`src/rtl/alu_issue_arbiter.sv`:
```
// rtl/alu_issue_arbiter.sv - two-requester round-robin ALU issue arbiter with a one-entry result register
// Optional feature macro: ALU_ARB_ERR_EN (adds res_err for unlisted funct codes)
module alu_issue_arbiter #(
    parameter int WIDTH = 32
) (
    input  logic             clk,
    input  logic             rst_n,
    input  logic             req0_valid,
    input  logic [5:0]       req0_funct,
    input  logic [WIDTH-1:0] req0_a,
    input  logic [WIDTH-1:0] req0_b,
    input  logic [4:0]       req0_shamt,
    output logic             req0_ready,
    input  logic             req1_valid,
    input  logic [5:0]       req1_funct,
    input  logic [WIDTH-1:0] req1_a,
    input  logic [WIDTH-1:0] req1_b,
    input  logic [4:0]       req1_shamt,
    output logic             req1_ready,
    output logic             res_valid,
    output logic [WIDTH-1:0] res_data,
    output logic             res_id,
    input  logic             res_ready
`ifdef ALU_ARB_ERR_EN
    ,
    output logic             res_err
`endif
);

    localparam logic [5:0] FUNCT_ADD = 6'b100001;
    localparam logic [5:0] FUNCT_SUB = 6'b100011;
    localparam logic [5:0] FUNCT_SLL = 6'b000000;
    localparam logic [5:0] FUNCT_OR  = 6'b100101;

    typedef enum logic {
        IDLE,
        HOLD
    } state_t;

    state_t           state;
    logic             last_grant;
    logic             grant;
    logic             can_accept;
    logic             accept;
    logic [5:0]       sel_funct;
    logic [WIDTH-1:0] sel_a;
    logic [WIDTH-1:0] sel_b;
    logic [4:0]       sel_shamt;
    logic [WIDTH-1:0] alu_result;

    // A lone requester wins outright; on a tie the one not granted last wins.
    always_comb begin
        grant = 1'b0;
        if (req0_valid && req1_valid) begin
            grant = ~last_grant;
        end else if (req1_valid) begin
            grant = 1'b1;
        end
    end

    // The output slot is free when empty or when its current result drains this cycle.
    assign can_accept = rst_n && ((state == IDLE) || res_ready);
    assign req0_ready = can_accept && req0_valid && !grant;
    assign req1_ready = can_accept && req1_valid && grant;
    assign accept     = req0_ready || req1_ready;

    always_comb begin
        sel_funct = req0_funct;
        sel_a     = req0_a;
        sel_b     = req0_b;
        sel_shamt = req0_shamt;
        if (grant) begin
            sel_funct = req1_funct;
            sel_a     = req1_a;
            sel_b     = req1_b;
            sel_shamt = req1_shamt;
        end
    end

    always_comb begin
        alu_result = '0;
        case (sel_funct)
            FUNCT_ADD: alu_result = sel_a + sel_b;
            FUNCT_SUB: alu_result = sel_a - sel_b;
            FUNCT_SLL: alu_result = sel_b << sel_shamt;
            FUNCT_OR:  alu_result = sel_a | sel_b;
            default:   alu_result = '0;
        endcase
    end

`ifdef ALU_ARB_ERR_EN
    logic alu_illegal;

    always_comb begin
        alu_illegal = 1'b1;
        case (sel_funct)
            FUNCT_ADD, FUNCT_SUB, FUNCT_SLL, FUNCT_OR: alu_illegal = 1'b0;
            default:                                   alu_illegal = 1'b1;
        endcase
    end

    always_ff @(posedge clk) begin
        if (!rst_n) begin
            res_err <= 1'b0;
        end else if (accept) begin
            res_err <= alu_illegal;
        end else if ((state == HOLD) && res_ready) begin
            res_err <= 1'b0;
        end
    end
`endif

    always_ff @(posedge clk) begin
        if (!rst_n) begin
            state      <= IDLE;
            res_valid  <= 1'b0;
            res_data   <= '0;
            res_id     <= 1'b0;
            last_grant <= 1'b1;
        end else if (accept) begin
            state      <= HOLD;
            res_valid  <= 1'b1;
            res_data   <= alu_result;
            res_id     <= grant;
            last_grant <= grant;
        end else if ((state == HOLD) && res_ready) begin
            state     <= IDLE;
            res_valid <= 1'b0;
        end
    end

endmodule

```
`config.mk`:
```
export PLATFORM = sky130hd
export DESIGN_NAME = alu_issue_arbiter
export DESIGN_NICKNAME = d
export VERILOG_FILES = /design/src/rtl/alu_issue_arbiter.sv
export SDC_FILE = /design/constraint.sdc
export NUM_CORES = 1
export LEC_CHECK = 0
export CORE_ASPECT_RATIO = 1.75
export CORE_MARGIN = 1.5
export CORE_UTILIZATION = 30
export DETAILED_ROUTE_END_ITERATION = 10
export GPL_TIMING_DRIVEN = 0
export SYNTH_ARGS = -nofsm -noshare
export SYNTH_HDL_FRONTEND = slang
export SYNTH_SLANG_ARGS = --single-unit
```
`constraint.sdc`:
```
create_clock -name clk -period 6.4 [get_ports clk]
set_input_delay 1.28 -clock clk [delete_from_list [all_inputs] [get_ports clk]]
set_output_delay 1.28 -clock clk [all_outputs]
set_load 0.1 [all_outputs]
```
* After elaboration in Yosys (flattened, before gate mapping)
Cells that the tools add are included.
** Storage, ports and cells
- Bits in registers :: 35
- Input bits :: 155
- Output and inout bits :: 36
- Word-level logic and storage cells :: 34
** Cells by class
- Add/subtract/negate cells :: 2
- Equal/unequal tests :: 3
- Shifts and indexed selects :: 1
- Mux-type cells :: 9
- Bitwise gates (word level) :: 3
- Reduce and logical (&&, ||, !) cells :: 12
** Operators by type and width (number)
- one-hot mux 32 bit (4 select lines) :: 1
- 2-to-1 mux 32 bit :: 2
- adder 32 bit :: 1
- OR 32 bit :: 1
- left shift 32 x 5 -> 32 bit :: 1
- subtractor 32 bit :: 1
- equality test 6 bit, second input constant :: 3
- logical AND 1 bit :: 7
- zero test 6 bit :: 1
- 2-to-1 mux 6 bit :: 1
- 2-to-1 mux 5 bit :: 1
- 2-to-1 mux 1 bit :: 4
- logical OR 1 bit :: 2
- inverter 1 bit :: 2
- nonzero test 2 bit :: 1
- zero test 1 bit :: 1

* Logic depth before layout (Yosys ltp)
Gate-level depths: netlist (run 1).
- Depth after elaboration :: 7
- Gate-level depth with buffers :: 21

* Worst setup path after synthesis (run 1)
Ideal clock, no wire load.
- Path type :: input to output
- Start point :: input port req1_valid
- End point :: output port req0_ready
- Arrival :: 4.460 ns
- Required time :: 5.120 ns
- Slack :: 0.660 ns
- Stages on the path :: 6
- Cells stage by stage :: a21boi_2 > buf_2 > buf_2 > clkbuf_1 > clkbuf_1 > nor3b_1
** Between the ends
- Longest elaborated chain between the ends :: 4
** RTL lines
- start: declaration :: line 14 : input logic req1_valid,
- 2-to-1 mux 1 bit or logical AND 1 bit (tied branches) :: line 56, 54
- 2-to-1 mux 1 bit * :: line 54 : if (req0_valid && req1_valid) begin
- zero test 1 bit * :: line 63 : assign req0_ready = can_accept && req0_valid && !grant;
- logical AND 1 bit * :: line 63
- end: declaration :: line 13 : output logic req0_ready,
Mark *: on every way between the ends. The rest lies on a longest branch, timed or not.

* Final worst setup path (run 1)
- Start point :: input port req0_valid
- End point :: register res_data[29]
** Between the ends
- Longest elaborated chain between the ends :: 5
** RTL lines
- start: declaration :: line 8 : input logic req0_valid,
- logical AND 1 bit :: line 54
- 2-to-1 mux 1 bit :: line 54
- 2-to-1 mux 32 bit (tied with other cells) :: line 72 : if (grant) begin
- subtractor 32 bit (tied with other cells) :: line 84 : FUNCT_SUB: alu_result = sel_a - sel_b;
- one-hot mux 32 bit (4 select lines) or logical OR 1 bit (tied branches) :: line 82, 65
- end signal: assignment :: line 123 : res_data <= alu_result;
- end: declaration :: line 21 : output logic [WIDTH-1:0] res_data,
Several ways; a longest one is shown, not always the timed one.
A chain may end at the register's enable or synchronous reset.

==> results.tsv, run 1 <==
metric	value	unit
Port Buffers	188	
vias per std cell	6.146	
TritonCTS Buffers	5	
FF-to-FF Start	last_grant	
# fillers	2784	
synth unique cells	81	
Residual DRC	12	
Mapped Avg Cell Area	7.158	um^2
sequential element share of the synthesized area	0.08802	
core area	25960	um^2
clock-pin transition on the worst setup and hold timing paths	0.06	ns
vias in the first global route	9893	
I/O pin count	191	
antenna cell count	0	
layout cells sized above 1	0.09244	
Place WS	-1.621	ns
endpoints failing hold	0	
die area	27560	um^2
Clock Skew	0.004229	ns
total gr overflow	0	
max-slew violation count	0	
Reg2Reg Depth	20	
Slew @ Worst Pin	1.038	ns
crit-path max FO	10	
final hold slack	0.4573	ns
Comb power frac	0.696	
status	finished, violations left	
Most used DFF post-synth	dfxtp_1	
Critical Path End Type	flip-flop	
fraction of registers with async set or reset after synthesis	0	
routed len/inst	27.11	um
setup total negative slack	0	ns
Sw Ratio	0.4967	
CTS tree	yes	
Initial Utilization	0.3066	
Seq pwr share	0.149	
Vias	10010	
Layout Nets	1497	
most frequent cells in the layout	188 x clkdlybuf4s50_1, 176 x nand2_1, 147 x mux2i_1	
antenna violations before repair	1	
final setup margin	0.2081	ns
die width	126.1	um
r2r endpoint	res_data[29]	
most common cell after layout, fill and taps aside	clkdlybuf4s50_1	
EDFF count, synth	0	
CTS Root Cell	clkbuf_16	
clk buf depth	2	
leakage	4.316	nW
Hold Crit Class	flip-flop to flip-flop	
Max Cap Viol	0	
worst skew pair latency	0.30	ns
H-tree depth	2	
Reg area	700.7	um^2
CP Data Required Time	6.56	ns
total power	0.001567	W
total wire length	44160	um
Max Fclk	161.5	MHz
largest net degree at the start of global routing	11	
Syn-to-layout area delta	32.54	%
RePlAce Congestion	1.022	
worst hold endpoint	res_data[8]	
Worst R2R Setup Slack	1.36	ns
Syn Inst Count	1112	
kind of critical path	input pin to flip-flop	
syn nets	1299	
DIE HEIGHT	218.5	um
Synth Warn #	0	
area of the mapped netlist	7960	um^2
DRT iter0 DRCs	902	
row cnt	78	
crit share post-route	0.9675	
post-layout min period	6.192	ns
# setup viols final	0	
Seq cells post-synth	35	
all-layer global routing usage	0.3096	
RSZ-0062 raised after global routing	false	
Hold-fix buffers, CTS	0	
clock network fraction of total power	0.155	
DR pass1 iterations	8	
failing checks	design-rule violations	
worst vdd ir	0.1081	mV
DPL Wire Length	36050	um
Int Power	0.0007885	W
first-pass GRT wire length	63020	um
Slew HR	0.2943	
hold wc startpoint	res_data[8]	
arrival time of the worst setup path	6.35	ns
CP Launch Type	input pin	
antenna-violating nets left	0	
area of the multi-input gates	6964	um^2
Pwr per Cell Area	148.5	nW/um^2
switching power	0.0007782	W
CTS sink cnt	35	
hold depth	2	
[area by class of cell]
cell class                      instances  share of cell area
Multi-Input combinational cell        999              0.6601
Inverter                               11            0.003914
Clock buffer                            6             0.01222
Sequential cell                        35             0.06641
Timing Repair Buffer                  194              0.1826
Tap cell                              320             0.03795
Buffer                                 64             0.03676
[metrics by stage]
step	util	instances	area, um^2
after detailed placement	0.3950	1621	10250
after global routing	0.4064	1629	10550
after floorplan	-	1112	7960
after CTS	0.4023	1627	10440
after global placement	0.3945	1620	10240
final	0.4064	1629	10550
[metal layers]
layer | share of wire | up-vias | global-route usage
met5 | 0.00032 | - | 0
met4 | 0.072 | 2 | 0.2019
met3 | 0.061 | 154 | 0.03035
met2 | 0.51 | 566 | 0.5813
met1 | 0.36 | 4730 | 0.3256
li1 | - | 4560 | -
[cell usage after synthesis, types with 21 or more instances]
master    count  area (um^2)
a211oi_1     21        157.7
a21oi_1      62        310.3
a31oi_1      37        231.5
buf_2        27        135.1
clkbuf_1     28        105.1
dfxtp_1      35        700.7
ha_1         31        387.9
mux2_2       26        292.8
mux2i_1     151         1511
nand2_1     176        660.6
nand3_1      27        135.1
nor2_1       92        345.3
nor3_1       42        210.2
o21ai_0      57        285.3
xnor2_1      26        227.7
xor2_1       29        254.0
[how the worst max path moves through the flow]
| stage | startpoint | to | slack [ns] | cells after the start |
|---|---|---|---|---|
| after floorplan | req1_valid | req0_ready | 0.66 | 6 |
| after global placement | req1_valid | res_data[27] | -1.66 | 16 |
| after detailed placement | req1_valid | res_data[27] | -1.62 | 18 |
| after CTS | req1_valid | res_data[18] | 0.0005 | 18 |
| after global routing | req0_valid | res_data[29] | 0.04 | 21 |
| final | req0_valid | res_data[29] | 0.21 | 21 |
[power groups by stage]
stage	Combinational, W	Clock [W]	Sequential [W]
2_1_floorplan	0.000606	0	0.000293
3_3_place_gp	0.00104	0	0.000237
3_5_place_dp	0.00104	0	0.000237
4_1_cts	0.00105	0.000249	0.000233
5_1_grt	0.00115	0.000252	0.000234
6_report	0.00109	0.000243	0.000233
[cell families (layout without fill, tap and decap cells)]
family / after synthesis / count (layout) / synth area share
simple gates: 426 / 426 / 0.2452
xor+xnor: 55 / 55 / 0.06052
mux: 187 / 187 / 0.2499
fa+ha+maj: 32 / 32 / 0.05124
buf+inv: 78 / 275 / 0.05030
flops: 35 / 35 / 0.08802
compound gates: 299 / 299 / 0.2548
[critical path: stages]
cell and delay, ns:
clkdlybuf4s50_1 0.59, a21bo_2 0.25, buf_12 0.17, buf_6 0.19, buf_4 0.24, buf_4 0.25, buf_6 0.25, mux2i_2 0.41
a21oi_1 0.14, xor2_1 0.17, ha_1 0.40, and2_1 0.19, a311oi_2 0.39, o21ai_1 0.16, a211oi_2 0.31, a211oi_2 0.10
buf_4 0.17, buf_4 0.13, o41ai_2 0.31, xnor2_1 0.11, o2bb2ai_1 0.12
[repair_timing]
item	4_1_cts	5_1_grt
pin swaps	0	2
buffers inserted	0	5
setup endpoints to repair	26	12
resized for setup	25	25
[flip-flops by register name, indices dropped and copies added, names as in the netlist]
name        flops
last_grant      1
res_data       32
res_id          1
state           1
(Power assumes the default switching activity.)
==> run 2: changes to the inputs <==
--- a/config.mk
+++ b/config.mk
@@ -7,9 +7,12 @@
 export LEC_CHECK = 0
 export CORE_ASPECT_RATIO = 1.75
 export CORE_MARGIN = 1.5
-export CORE_UTILIZATION = 30
+export CORE_UTILIZATION = 52
+export CTS_CLUSTER_SIZE = 20
 export DETAILED_ROUTE_END_ITERATION = 10
 export GPL_TIMING_DRIVEN = 0
+export PLACE_DENSITY = 0.83
+export SETUP_SLACK_MARGIN = 0.2
 export SYNTH_ARGS = -nofsm -noshare
 export SYNTH_HDL_FRONTEND = slang
 export SYNTH_SLANG_ARGS = --single-unit
==> results.tsv, run 2 (synthesized netlist as in run 1, its figures left out) <==
metric	value	unit
status	completed	
largest net degree at the start of global routing	11	
worst vdd ir	0.2352	mV
Max Fclk	162.3	MHz
Vias	10510	
vias per std cell	7.041	
Initial Utilization	0.5338	
met3 routed WL	4610	um
# setup viols final	0	
antenna-violating nets left	0	
most common cell after layout, fill and taps aside	clkdlybuf4s50_1	
die area	16090	um^2
I/O pin count	191	
CTS Root Cell	clkbuf_16	
met2 WL	18000	um
dpl cell area	10080	um^2
RePlAce Congestion	1.056	
DR pass1 iterations	6	
CP Data Required Time	6.56	ns
CTS tree	yes	
endpoints failing hold	0	
top routing layer in use	met4	
Hold Crit Class	flip-flop to flip-flop	
TritonCTS Buffers	5	
clock-pin transition on the worst setup and hold timing paths	0.06	ns
CTS sink cnt	35	
vias in the first global route	10390	
DIE HEIGHT	166.7	um
Util after Layout	0.6998	
post-layout min period	6.162	ns
Non-Filler Instances	1492	
first-pass GRT wire length	59010	um
CP Launch Type	input pin	
arrival time of the worst setup path	6.32	ns
layout cells sized above 1	0.09557	
die width	96.53	um
antenna violations before repair	0	
crit-path max FO	10	
leakage	4.319	nW
# fillers	1311	
Residual DRC	0	
Clock Skew	0.005702	ns
post-route cell area	10440	um^2
WL met1	13160	um
Placed Instances	1483	
kind of critical path	input pin to flip-flop	
Layout Nets	1495	
RSZ-0062 raised after global routing	true	
Hold-fix buffers, CTS	0	
row cnt	59	
Critical Path End Type	flip-flop	
Port Buffers	188	
Slew @ Worst Pin	1.162	ns
core area	14910	um^2
total gr overflow	0	
worst skew pair latency	0.29	ns
Largest Register	res_data	
most frequent cells in the layout	188 x clkdlybuf4s50_1, 176 x nand2_1, 146 x mux2i_1	
DRT iter0 DRCs	1292	
total wire length	40500	um
DPL Wire Length	32060	um
crit share post-route	0.9628	
Pwr per Cell Area	152.0	nW/um^2
max-slew violation count	0	
H-tree depth	2	
routed len/inst	27.14	um
max FFs per register	32	
clk buf depth	2	
Slew HR	0.2254	
Syn-to-layout area delta	31.09	%
all-layer global routing usage	0.4970	
Max Cap Viol	0	
==> run 2: through the flow <==
step / worst slack [ns] / power [W] / hold WS [ns] / setup TNS (ns)
final: 0.2381 / 0.001587 / 0.4664 / 0
after global routing: 0.1831 / 0.001642 / 0.4881 / 0
after CTS: 0.1911 / 0.001523 / 0.4697 / 0
after detailed placement: -1.142 / 0.001255 / 0.4617 / -15.76
after global placement: -1.137 / 0.001246 / 0.4416 / -16.66
after floorplan: 0.6603 / 0.0008991 / 0.4998 / 0
==> run 2: routing by layer <==
layer	GRT usage	vias up
li1	-	4559
met1	0.5189	4760
met2	0.7549	859
met3	0.1470	327
met4	0.4896	0
met5	0	-
==> run 2: where the power goes <==
group	total (W)	internal (W)	switching, W	leakage (nW)
Sequential	0.000233	0.000227	0.00000627	0.285
Combinational	0.00110	0.000423	0.000680	3.96
Clock	0.000250	0.000152	0.0000982	0.0727
==> run 2: area by class of cell <==
class / instances / area [um^2] / share of cell area
timing repair buffer: 189 / 1889 / 0.1811
sequential: 35 / 700.7 / 0.06715
tap: 183 / 229.0 / 0.02194
antenna: 1 / 2.502 / 0.0002398
buffer: 67 / 401.6 / 0.03849
clock inverter: 1 / 5.005 / 0.0004796
multi-input combinational: 999 / 7027 / 0.6734
clock buffer: 6 / 138.9 / 0.01331
inverter: 11 / 41.29 / 0.003957
==> run 2: worst paths after layout <==
path                                   from            to  slack (ns)  depth (start not counted)
worst min-delay path            res_data[7]   res_data[7]        0.47                          2
worst min register to register  res_data[7]   res_data[7]        0.47                          2
worst max-delay path             req0_valid  res_data[18]        0.24                         18
worst max register to register   last_grant  res_data[18]        1.42                         18
==> run 2: critical path, cell delays in order <==
cell and delay [ns]:
clkdlybuf4s50_1 0.52, a21boi_4 0.27, buf_2 0.33, buf_2 0.36, buf_4 0.32, clkbuf_2 0.39
o41ai_1 0.14, a21oi_1 0.27, xor2_1 0.20, ha_1 0.25, clkbuf_1 0.25, a21oi_1 0.35
o2111ai_1 0.27, o21ai_1 0.36, o21ai_0 0.15, xor2_1 0.17, a221oi_1 0.33, a21oi_1 0.11
==> run 2: what timing repair did <==
| item | CTS | global route |
|---|---|---|
| buffers inserted | 0 | 1 |
| gates resized for setup | 29 | 25 |
| endpoints found under the setup margin | 22 | 21 |
| pin swaps | 0 | 1 |
==> run 3: changes to the inputs <==
--- a/config.mk
+++ b/config.mk
@@ -5,13 +5,15 @@
 export SDC_FILE = /design/constraint.sdc
 export NUM_CORES = 1
 export LEC_CHECK = 0
+export ABC_AREA = 1
 export CORE_ASPECT_RATIO = 1.75
 export CORE_MARGIN = 1.5
-export CORE_UTILIZATION = 52
+export CORE_UTILIZATION = 51
 export CTS_CLUSTER_SIZE = 20
 export DETAILED_ROUTE_END_ITERATION = 10
 export GPL_TIMING_DRIVEN = 0
 export PLACE_DENSITY = 0.83
+export RECOVER_POWER = 100
 export SETUP_SLACK_MARGIN = 0.2
 export SYNTH_ARGS = -nofsm -noshare
 export SYNTH_HDL_FRONTEND = slang
==> results.tsv, run 3 <==
metric	value	unit
Clock Skew	0.006651	ns
Pwr per Cell Area	174.4	nW/um^2
mux contribution to synthesized area	0.001382	
synth unique cells	45	
clock-pin transition on the worst setup and hold timing paths	0.06	ns
Slew @ Worst Pin	1.099	ns
vias per std cell	6.076	
CP Data Required Time	6.60	ns
clk buf depth	2	
EDFF count, synth	0	
CTS Root Cell	clkbuf_16	
Hold-fix buffers, CTS	0	
endpoints failing hold	0	
hold depth	2	
I/O pin count	191	
antenna cell count	0	
fraction of registers with async set or reset after synthesis	0	
total gr overflow	0	
crit share post-route	0.9351	
Max Cap Viol	0	
RSZ-0062 raised after global routing	false	
max-slew violation count	0	
share of the synthesized area in the top cell type	0.2866	
sequential element share of the synthesized area	0.09674	
Synth Warn #	0	
worst hold endpoint	res_data[11]	
crit-path max FO	10	
syn nets	1605	
H-tree depth	2	
die width	93.09	um
DPL Wire Length	29920	um
Hold Crit Class	flip-flop to flip-flop	
Post-Synth Adder-Cell Area	0.05631	
Residual DRC	3	
Placed Instances	1784	
DIE HEIGHT	160.7	um
routed len/inst	21.14	um
DR pass1 iterations	11	
CTS resizes	0	
hold wc startpoint	res_data[11]	
r2r endpoint	res_data[10]	
post-layout min period	5.985	ns
setup total negative slack	0	ns
vias in the first global route	10300	
DRT iter0 DRCs	1305	
worst vdd ir	0.1065	mV
RePlAce Congestion	1.205	
all-layer global routing usage	0.5109	
die area	14950	um^2
Post-CTS Repair Setup Buffers	0	
compound-gate portion of the synthesized area	0.1581	
synth top area cells	nand2_1 29%, nand3_1 14%, dfxtp_1 9.7%, o21ai_0 6.6%, nor2_1 6.3%	
core area	13910	um^2
status	finished, violations left	
kind of critical path	input pin to flip-flop	
Largest Register	res_data	
Post-synth top cells	553 x nand2_1, 202 x nand3_1, 121 x nor2_1	
total power	0.001665	W
Critical Path End Type	flip-flop	
most common cell after layout, fill and taps aside	nand2_1	
antenna-violating nets left	0	
Syn-to-layout area delta	31.80	%
FF-to-FF Start	last_grant	
arrival time of the worst setup path	6.19	ns
CTS tree	yes	
Syn Inst Count	1418	
Worst R2R Setup Slack	1.67	ns
area of the mapped netlist	7243	um^2
failing checks	design-rule violations	
count leader, synth	nand2_1	
Most used DFF post-synth	dfxtp_1	
TritonCTS Buffers	5	
most frequent cells in the layout	553 x nand2_1, 202 x nand3_1, 152 x clkdlybuf4s50_1	
antenna violations before repair	2	
CP Launch Type	input pin	
xor and xnor fraction of the mapped netlist area	0.04232	
main combinational cell family by area after synthesis	simple AND/OR/NAND/NOR gates	
Reg2Reg Depth	19	
layout cells sized above 1	0.05325	
largest net degree at the start of global routing	13	
Max Fclk	167.1	MHz
Layout Nets	1801	
Mapped Avg Cell Area	5.108	um^2
Vias	10890	
Seq cells post-synth	35	
Initial Utilization	0.5208	
Slew HR	0.2595	
leakage	4.926	nW
total wire length	37890	um
# setup viols final	0	
Port Buffers	189	
max FFs per register	32	
Synth Area in Simple Gates	0.5467	
worst skew pair latency	0.28	ns
CTS sink cnt	35	
first-pass GRT wire length	57300	um
Synth area leader	nand2_1	
row cnt	57	
Non-Filler Instances	1792	
run 3: changes by cell type after synthesis, moves of 31 or more:
cell     change
inv_1       +88
o21ai_0     +39
nor3_1      -31
mux2i_1    -150
a31oi_1     -36
nand2_1    +377
nand3_1    +175
run 3: layout make-up:
type	instances	area [um^2]
Fill cell	1363	4360
Timing Repair Buffer	189	1892
Sequential cell	35	700.7
Clock buffer	5	125.1
Multi-Input combinational cell	1217	5827
Tap cell	177	221.5
Clock inverter	3	67.56
Buffer	61	319.1
Inverter	105	394.1
run 3: metal layers:
layer / vias up / global-route usage / wire length (um)
met5: - / 0 / 36
met4: 4 / 0.4869 / 4660
met3: 310 / 0.1960 / 4285
met2: 819 / 0.8129 / 17450
met1: 4747 / 0.4925 / 11450
li1: 5009 / - / -
run 3: kinds of logic (layout without fill, tap and decap cells):
kind of cell	count (synthesis)	in the layout
AO/OA/AOI/OAI	212	212
XOR/XNOR	35	35
adder cells (fa/ha/maj)	32	32
buffers and inverters	166	363
flip-flops	35	35
multiplexers	1	1
AND/OR/NAND/NOR	937	937
run 3: report_power, final:
| group | leakage, nW | internal [W] | switching (W) |
|---|---|---|---|
| sequential | 0.285 | 0.000229 | 0.00000677 |
| combinational | 4.55 | 0.000356 | 0.000750 |
| clock | 0.0900 | 0.000223 | 0.0000991 |
| total | 4.93 | 0.000809 | 0.000856 |
run 3: worst max-delay path by stage:
stage,startpoint,endpoint,cells after the start,slack [ns]
global placement,req0_valid,res_data[21],25,0.68
CTS,req0_valid,req0_ready,9,0.72
global route,req0_valid,res_data[23],27,0.29
finish,req0_valid,res_data[10],20,0.42
detailed placement,req0_valid,res_data[21],25,0.59
floorplan,req1_valid,req0_ready,7,1.74
run 3: critical path, stage by stage:
cell and delay [ns]:
dlygate4sd3_1 0.61, nand2_4 0.16, nand2_4 0.15, inv_2 0.11
o21ai_0 0.38, nor2_1 0.13, nand4_1 0.25, buf_2 0.31
nand2_1 0.11, xor2_1 0.15, ha_1 0.35, a21oi_1 0.31
nand3_1 0.29, nand3_1 0.14, nand3_1 0.09, nand2_1 0.07
nand2_1 0.04, o21ai_0 0.80, o21ai_0 0.27, a21oi_1 0.17
run 3: per-stage QoR:
step                        util  hold slack (ns)  setup WS, ns  cell area [um^2]
after global placement    0.6728           0.4524        0.6792              9356
after detailed placement  0.6728           0.4551        0.5887              9356
after global routing      0.6865           0.4862        0.2939              9547
after floorplan                -           0.4916         1.741              7243
final                     0.6865           0.4592        0.4150              9547
after CTS                 0.6866           0.4644        0.7238              9549
